$ cat config.mk
export PLATFORM = sky130hd
export DESIGN_NAME = cacheline_adapter
export DESIGN_NICKNAME = d
export VERILOG_FILES = /design/src/rtl/cacheline_adapter.sv
export SDC_FILE = /design/constraint.sdc
export NUM_CORES = 1
export LEC_CHECK = 0
export ABC_AREA = 1
export ABC_CLOCK_PERIOD_IN_PS = 2700
export BUFFER_PORTS_ARGS = -buffer_cell sky130_fd_sc_hd__buf_2
export CORE_AREA = 10 10 271 273
export CTS_CLUSTER_DIAMETER = 60
export CTS_CLUSTER_SIZE = 30
export DETAILED_ROUTE_END_ITERATION = 12
export DIE_AREA = 0 0 281 283
export GPL_ROUTABILITY_DRIVEN = 0
export GPL_TIMING_DRIVEN = 0
export PLACE_DENSITY = 0.52
export SETUP_SLACK_MARGIN = 0.05
export SKIP_CTS_REPAIR_TIMING = 1
export SYNTH_ARGS = -nofsm -noshare
export SYNTH_HDL_FRONTEND = slang
export SYNTH_SLANG_ARGS = --single-unit
$ cat constraint.sdc
create_clock -name clk -period 2.7 [get_ports clk]
set_input_delay 0.135 -clock clk [delete_from_list [all_inputs] [get_ports clk]]
set_output_delay 0.135 -clock clk [all_outputs]
set_load 0.005 [all_outputs]
$ cat src/rtl/cacheline_adapter.sv
// cacheline_adapter: splits 256-bit line requests into 64-bit memory
// bursts and reassembles read bursts into a full cache line.
module cacheline_adapter #(
    parameter int s_line  = 256,
    parameter int s_burst = 64
) (
    input  logic               clk,
    input  logic               rst,
    input  logic [s_line-1:0]  line_i,
    output logic [s_line-1:0]  line_o,
    input  logic [31:0]        address_i,
    input  logic               read_i,
    input  logic               write_i,
    output logic               resp_o,
    input  logic [s_burst-1:0] burst_i,
    output logic [s_burst-1:0] burst_o,
    output logic [31:0]        address_o,
    output logic               read_o,
    output logic               write_o,
    input  logic               resp_i
);

    localparam int burst_len = s_line / s_burst;
    localparam int s_offset  = $clog2(s_line / 8);
    localparam int CW        = $clog2(burst_len);

    localparam logic [31:0]   OFF_MASK = (32'd1 << s_offset) - 32'd1;
    localparam logic [CW-1:0] CNT_ONE  = CW'(1);
    localparam logic [CW-1:0] CNT_LAST = CW'(burst_len - 1);

    typedef enum logic [1:0] {
        IDLE,
        READ,
        WRITE,
        DONE
    } state_t;

    state_t                            state_q, state_d;
    logic [CW-1:0]                     cnt_q, cnt_d;
    logic [burst_len-1:0][s_burst-1:0] buf_q, buf_d;
    logic [31:0]                       addr_q, addr_d;
    logic [31:0]                       line_addr;
    logic                              cnt_last;

    assign line_addr = address_i & ~OFF_MASK;
    assign cnt_last  = (cnt_q == CNT_LAST);

    // State, beat counter, line buffer and address registers
    always_ff @(posedge clk or negedge rst) begin
        if (!rst) begin
            state_q <= IDLE;
            cnt_q   <= '0;
            buf_q   <= '0;
            addr_q  <= '0;
        end else begin
            state_q <= state_d;
            cnt_q   <= cnt_d;
            buf_q   <= buf_d;
            addr_q  <= addr_d;
        end
    end

    // Next-state: accept a request in IDLE, count acknowledged beats
    always_comb begin
        state_d = state_q;
        cnt_d   = cnt_q;
        buf_d   = buf_q;
        addr_d  = addr_q;
        unique case (state_q)
            IDLE: begin
                if (write_i) begin
                    addr_d  = line_addr;
                    buf_d   = line_i;
                    cnt_d   = '0;
                    state_d = WRITE;
                end else if (read_i) begin
                    addr_d  = line_addr;
                    cnt_d   = '0;
                    state_d = READ;
                end
            end
            READ: begin
                if (resp_i) begin
                    buf_d[cnt_q] = burst_i;
                    cnt_d        = cnt_q + CNT_ONE;
                    if (cnt_last) state_d = DONE;
                end
            end
            WRITE: begin
                if (resp_i) begin
                    cnt_d = cnt_q + CNT_ONE;
                    if (cnt_last) state_d = DONE;
                end
            end
            DONE: begin
                // Held request lines are ignored here so they cannot re-trigger
                state_d = IDLE;
            end
            default: state_d = IDLE;
        endcase
    end

    // Moore outputs decoded from state and registers only
    always_comb begin
        read_o    = 1'b0;
        write_o   = 1'b0;
        resp_o    = 1'b0;
        address_o = '0;
        burst_o   = '0;
        unique case (state_q)
            READ: begin
                read_o    = 1'b1;
                address_o = addr_q;
            end
            WRITE: begin
                write_o   = 1'b1;
                address_o = addr_q;
                burst_o   = buf_q[cnt_q];
            end
            DONE:    resp_o = 1'b1;
            default: ;
        endcase
    end

    assign line_o = buf_q;

endmodule

# == Word level (Yosys, flattened, before mapping) ==
# Cells that the tools add are included.
# word_totals
out_inout_bits,355
inputBits,357
word_cells,53
ff_bits,292
# op_classes
n_eq_ne,9
n_addsub,1
reduce_logical,10
order_cmp,2
muxes,24
# op_table
operator,count
$mux 256,2
$pmux 256 s2,1
$bwmux 256,1
$mux 64,3
$bmux 64 s2,1
$demux 64 s2,1
$mux 32,3
$mux 2,7
$reduce_and 3->1,3
$eq 2x2->1 const B,3
$pmux 2 s3,1
$reduce_bool 2->1,3
$ne 2x1->1 const B,2
$ne 2x2->1 const B,2
$pmux 2 s2,1
$lt 2x3->1 const B,1
$mux 1,3
$ne 3x3->1 const B,1
$add 2x1->2 const B,1
$eq 2x1->1 const B,1
$ge 2x1->1 const B,1
$logic_not 2->1,1
$reduce_and 2->1,1
$reduce_or 2->1,1
$logic_and 1x1->1,1

# == Longest topological paths before layout ==
# depth
word_depth,7
mapped_depth,11
ltp_nobuf,8

# == Worst setup path before layout ==
# Ideal clock, no wire load.
# synth_path
path_type,flip-flop to flip-flop
from,register cnt_q[0]
to,"register buf_q, in the netlist line_o[22]"
setup_time_ps,65
path_buffers,5
required_time_ps,2635
arrival_time_ps,1800
path_slack_ps,835
synth_period_minus_slack_ps,1865
stages_incl_launch_ff,12
cell_sequence,dfrtp_1 > buf_2 > inv_1 > buf_4 > buf_2 > ha_1 > buf_2 > buf_1 > nand3_1 > nand2_1 > nand4_1 > nand2_1
# synth_between
elab_chain_cells,7
word_cells_on_any_way,8
cone_classes,order compare (2); mux (5); reduce/logical (1)
# synth_lines
item,line_no,rtl
"start, declared",39,"logic [CW-1:0] cnt_q, cnt_d;"
"start signal, assigned",57,cnt_q <= cnt_d;
$lt 2x3->1 (not written as such) / $ge 2x1->1 (equally long branches),84,buf_d[cnt_q] = burst_i;
$logic_and 1x1->1 (not written as such),84,
$mux 64 (not written as such),84,
$demux 64 s2 (*),84,
$bwmux 256 (*),84,
$mux 256 (*),83,if (resp_i) begin
$pmux 256 s2 (*),69,unique case (state_q)
"end signal, assigned",58,buf_q <= buf_d;
"end, declared",40,"logic [burst_len-1:0][s_burst-1:0] buf_q, buf_d;"
# Mark *: on every way between the ends. The rest lies on a longest branch, timed or not. The select of a mux whose other input is x is not followed.
# A chain may end at the register's enable or synchronous reset.

# == Worst setup path after layout ==
# layout_path
from,register cnt_q[0]
to,"register buf_q, in the netlist line_o[40]"
# Same word-level chain as after synthesis.

==> metrics <==
outcome finished with violations; failing checks negative hold slack; Final setup violation count 0; Max Slew Vio Count 0; root buffer cell clkbuf_16; critical path class flop to flop; WL final 117000 um; number of routed nets with antenna violations 0; final hold violation count 39; Post-DP HPWL 87100 um; io pins 712; main area contributors after synthesis dfrtp_1, nand2_1, nand3_1; Port Buffers 701; endpoint arrival time on the critical path 3.13 ns; vias in the first global route 22400; Synth Flop Type dfrtp_1; Async SR Flop Fraction 1.00; Hold Path Stages 5; Syn Std Cell Area 19000 um^2; grt ovf 0; Nets 4354; Die Width 281 um; Die Area approximately 80000 um^2; crit end category flop; 1st-pass router iterations 5; largest net degree at the start of global routing 99; post-layout min period 2.61 ns; Row Count 96; area delta synth->final 49.8%; worst-margin pin slew 0.829 ns; WP data required 3.22 ns; CTS tree done; number of max-cap violations 0; crit-path cells buf_2, inv_1, buf_6, buf_4, ha_1, inv_1, nand2_1, buf_4, buf_2, nand4_1, nand2_1; drt drc 0; DR WL/cell 23.9 um; synth warn 0; Clk Latency, worst-skew pair 0.58 ns; Yosys cell types 24; area of the core 68100 um^2; GRT Resource Usage Total 0.272; slowest CP cell dfrtp_1; share of the synthesized area in the top cell type 0.377; via count 24800; top-count cell post-synth nand2_1; VDD IR max 0.663 mV; Max FO, Critical Path 11; Worst-path clk slew 0.06 ns; crit start category flop; Final Cycle Share 0.966; final setup margin 0.0912 ns; Hold Path Class input port to flop; RSZ-0062 raised after global routing true; R2R Setup Slk around 0.091 ns; 1st-iter DRT viols 2268; clk buf depth 3; CTS buffer count 44; global-route wire length before repair about 160000 um; H-tree levels 2; share of layout cells above drive strength 1 0.255; Setup WS pre-CTS -0.384 ns; Synth top cells by count nand2_1, nand3_1, dfrtp_1, nand4_1, inv_1; Post-Route Skew ~0.024 ns; cells after synthesis 2916; initial antenna violation count 14; vias per inst 5.06; length in cells of the worst reg-to-reg path 11; starting density of the core 0.279; Post-synth EDFFs 0; Die H 283 um; Achievable Freq 383 MHz; clock sink total 287; final hold slack -0.0268 ns; power per cell area 1250 nW/um^2; syn_area_per_cell 6.53 um^2; Pleak 16.5 nW; #FFs+latches synth 287; dominant cell type by area after synthesis dfrtp_1; slowest stage delay, CP 0.41 ns; slew margin rel. 0.447; sequential element share of the synthesized area 0.377
-- power by group --
part	internal (mW)	switching [mW]
Combinational	7.27	14.1
Sequential	6.39	1.89
Clock	3.68	2.44
-- layer usage --
metal / share of wire / vias to the layer above / routed length [um] / GRT usage
met3: 0.084 / 242 / 9790 / 0.0590
met4: 0.035 / 2 / 4100 / 0.0833
li1: - / 11500 / - / -
met5: 0.00011 / - / 13 / 0
met1: 0.40 / 11800 / 46900 / 0.340
met2: 0.48 / 1264 / 56400 / 0.460
-- kinds of logic (layout without fill, tap and decap cells) --
logic type | after synthesis | after routing | synth area share
and+or+nand+nor | 2071 | 2071 | 0.468
buffers and inverters | 451 | 1550 | 0.123
DFF | 287 | 287 | 0.377
AOI/OAI and AO/OA | 96 | 96 | 0.0256
adders and majority gates | 10 | 10 | 0.00657
other | 1 | 10 | 0.000197
-- stage by stage --
| step | std cells | util | instance area [um^2] | setup TNS [ns] | power (mW) |
|---|---|---|---|---|---|
| detailed placement | 4506 | 0.349 | 23800 | -39.72 | 29.0 |
| global route | 4904 | 0.419 | 28500 | 0 | 38.2 |
| finish | 4906 | 0.419 | 28500 | 0 | 35.8 |
| global placement | 4503 | 0.347 | 23700 | -1421.58 | 28.9 |
| floorplan | 2920 | - | 19000 | 0 | 19.5 |
| CTS | 4584 | 0.371 | 25300 | -53.05 | 35.2 |
-- path summary, 6_finish.rpt --
path                             start     endpoint
max in group asynchronous          rst  line_o[206]
max reg2reg                   cnt_q[0]   line_o[40]
min in group asynchronous          rst  line_o[124]
max                           cnt_q[0]   line_o[40]
min                        burst_i[20]   line_o[20]
min reg2reg                  addr_q[8]    addr_q[8]
-- layout by cell type, fill, tap and decap left out, drive strengths merged --
cell type | Yosys | layout
dlygate4sd3 | 0 | 317
nand3b | 1 | 1
buf | 226 | 914
inv | 196 | 203
dfrtp | 287 | 287
diode | 0 | 5
bufinv | 0 | 5
nor2 | 2 | 2
o21ai | 31 | 31
a21oi | 64 | 64
ha | 10 | 10
nand2 | 1486 | 1486
nand4 | 256 | 256
clkinv | 0 | 7
clkbuf | 29 | 100
conb | 1 | 5
o21a | 1 | 1
clkinvlp | 0 | 4
nand3 | 326 | 326
-- sequential cells by signal, summed over array words and instances, names as in the netlist --
name / count
addr_q: 27
cnt_q: 2
line_o: 256
state_q: 2
-- critical path: cells and delay by family, from the launching register on --
family,cells,cell delay (ns)
adder cells (fa/ha/maj),1,0.20
buffers and inverters,7,1.49
flip-flops,1,0.41
AND/OR/NAND/NOR,3,0.42
-- final cells by class --
cell class	instances	area, um^2
Sequential cell	287	7180
Antenna cell	5	12.5
Tap cell	882	1100
Buffer	255	1670
Clock inverter	23	299
Fill cell	7222	39600
Inverter	196	736
Clock buffer	55	1200
Multi-Input combinational cell	2182	9530
Timing Repair Buffer	1021	6770
No activity file was read; power rests on OpenSTA's default activity.
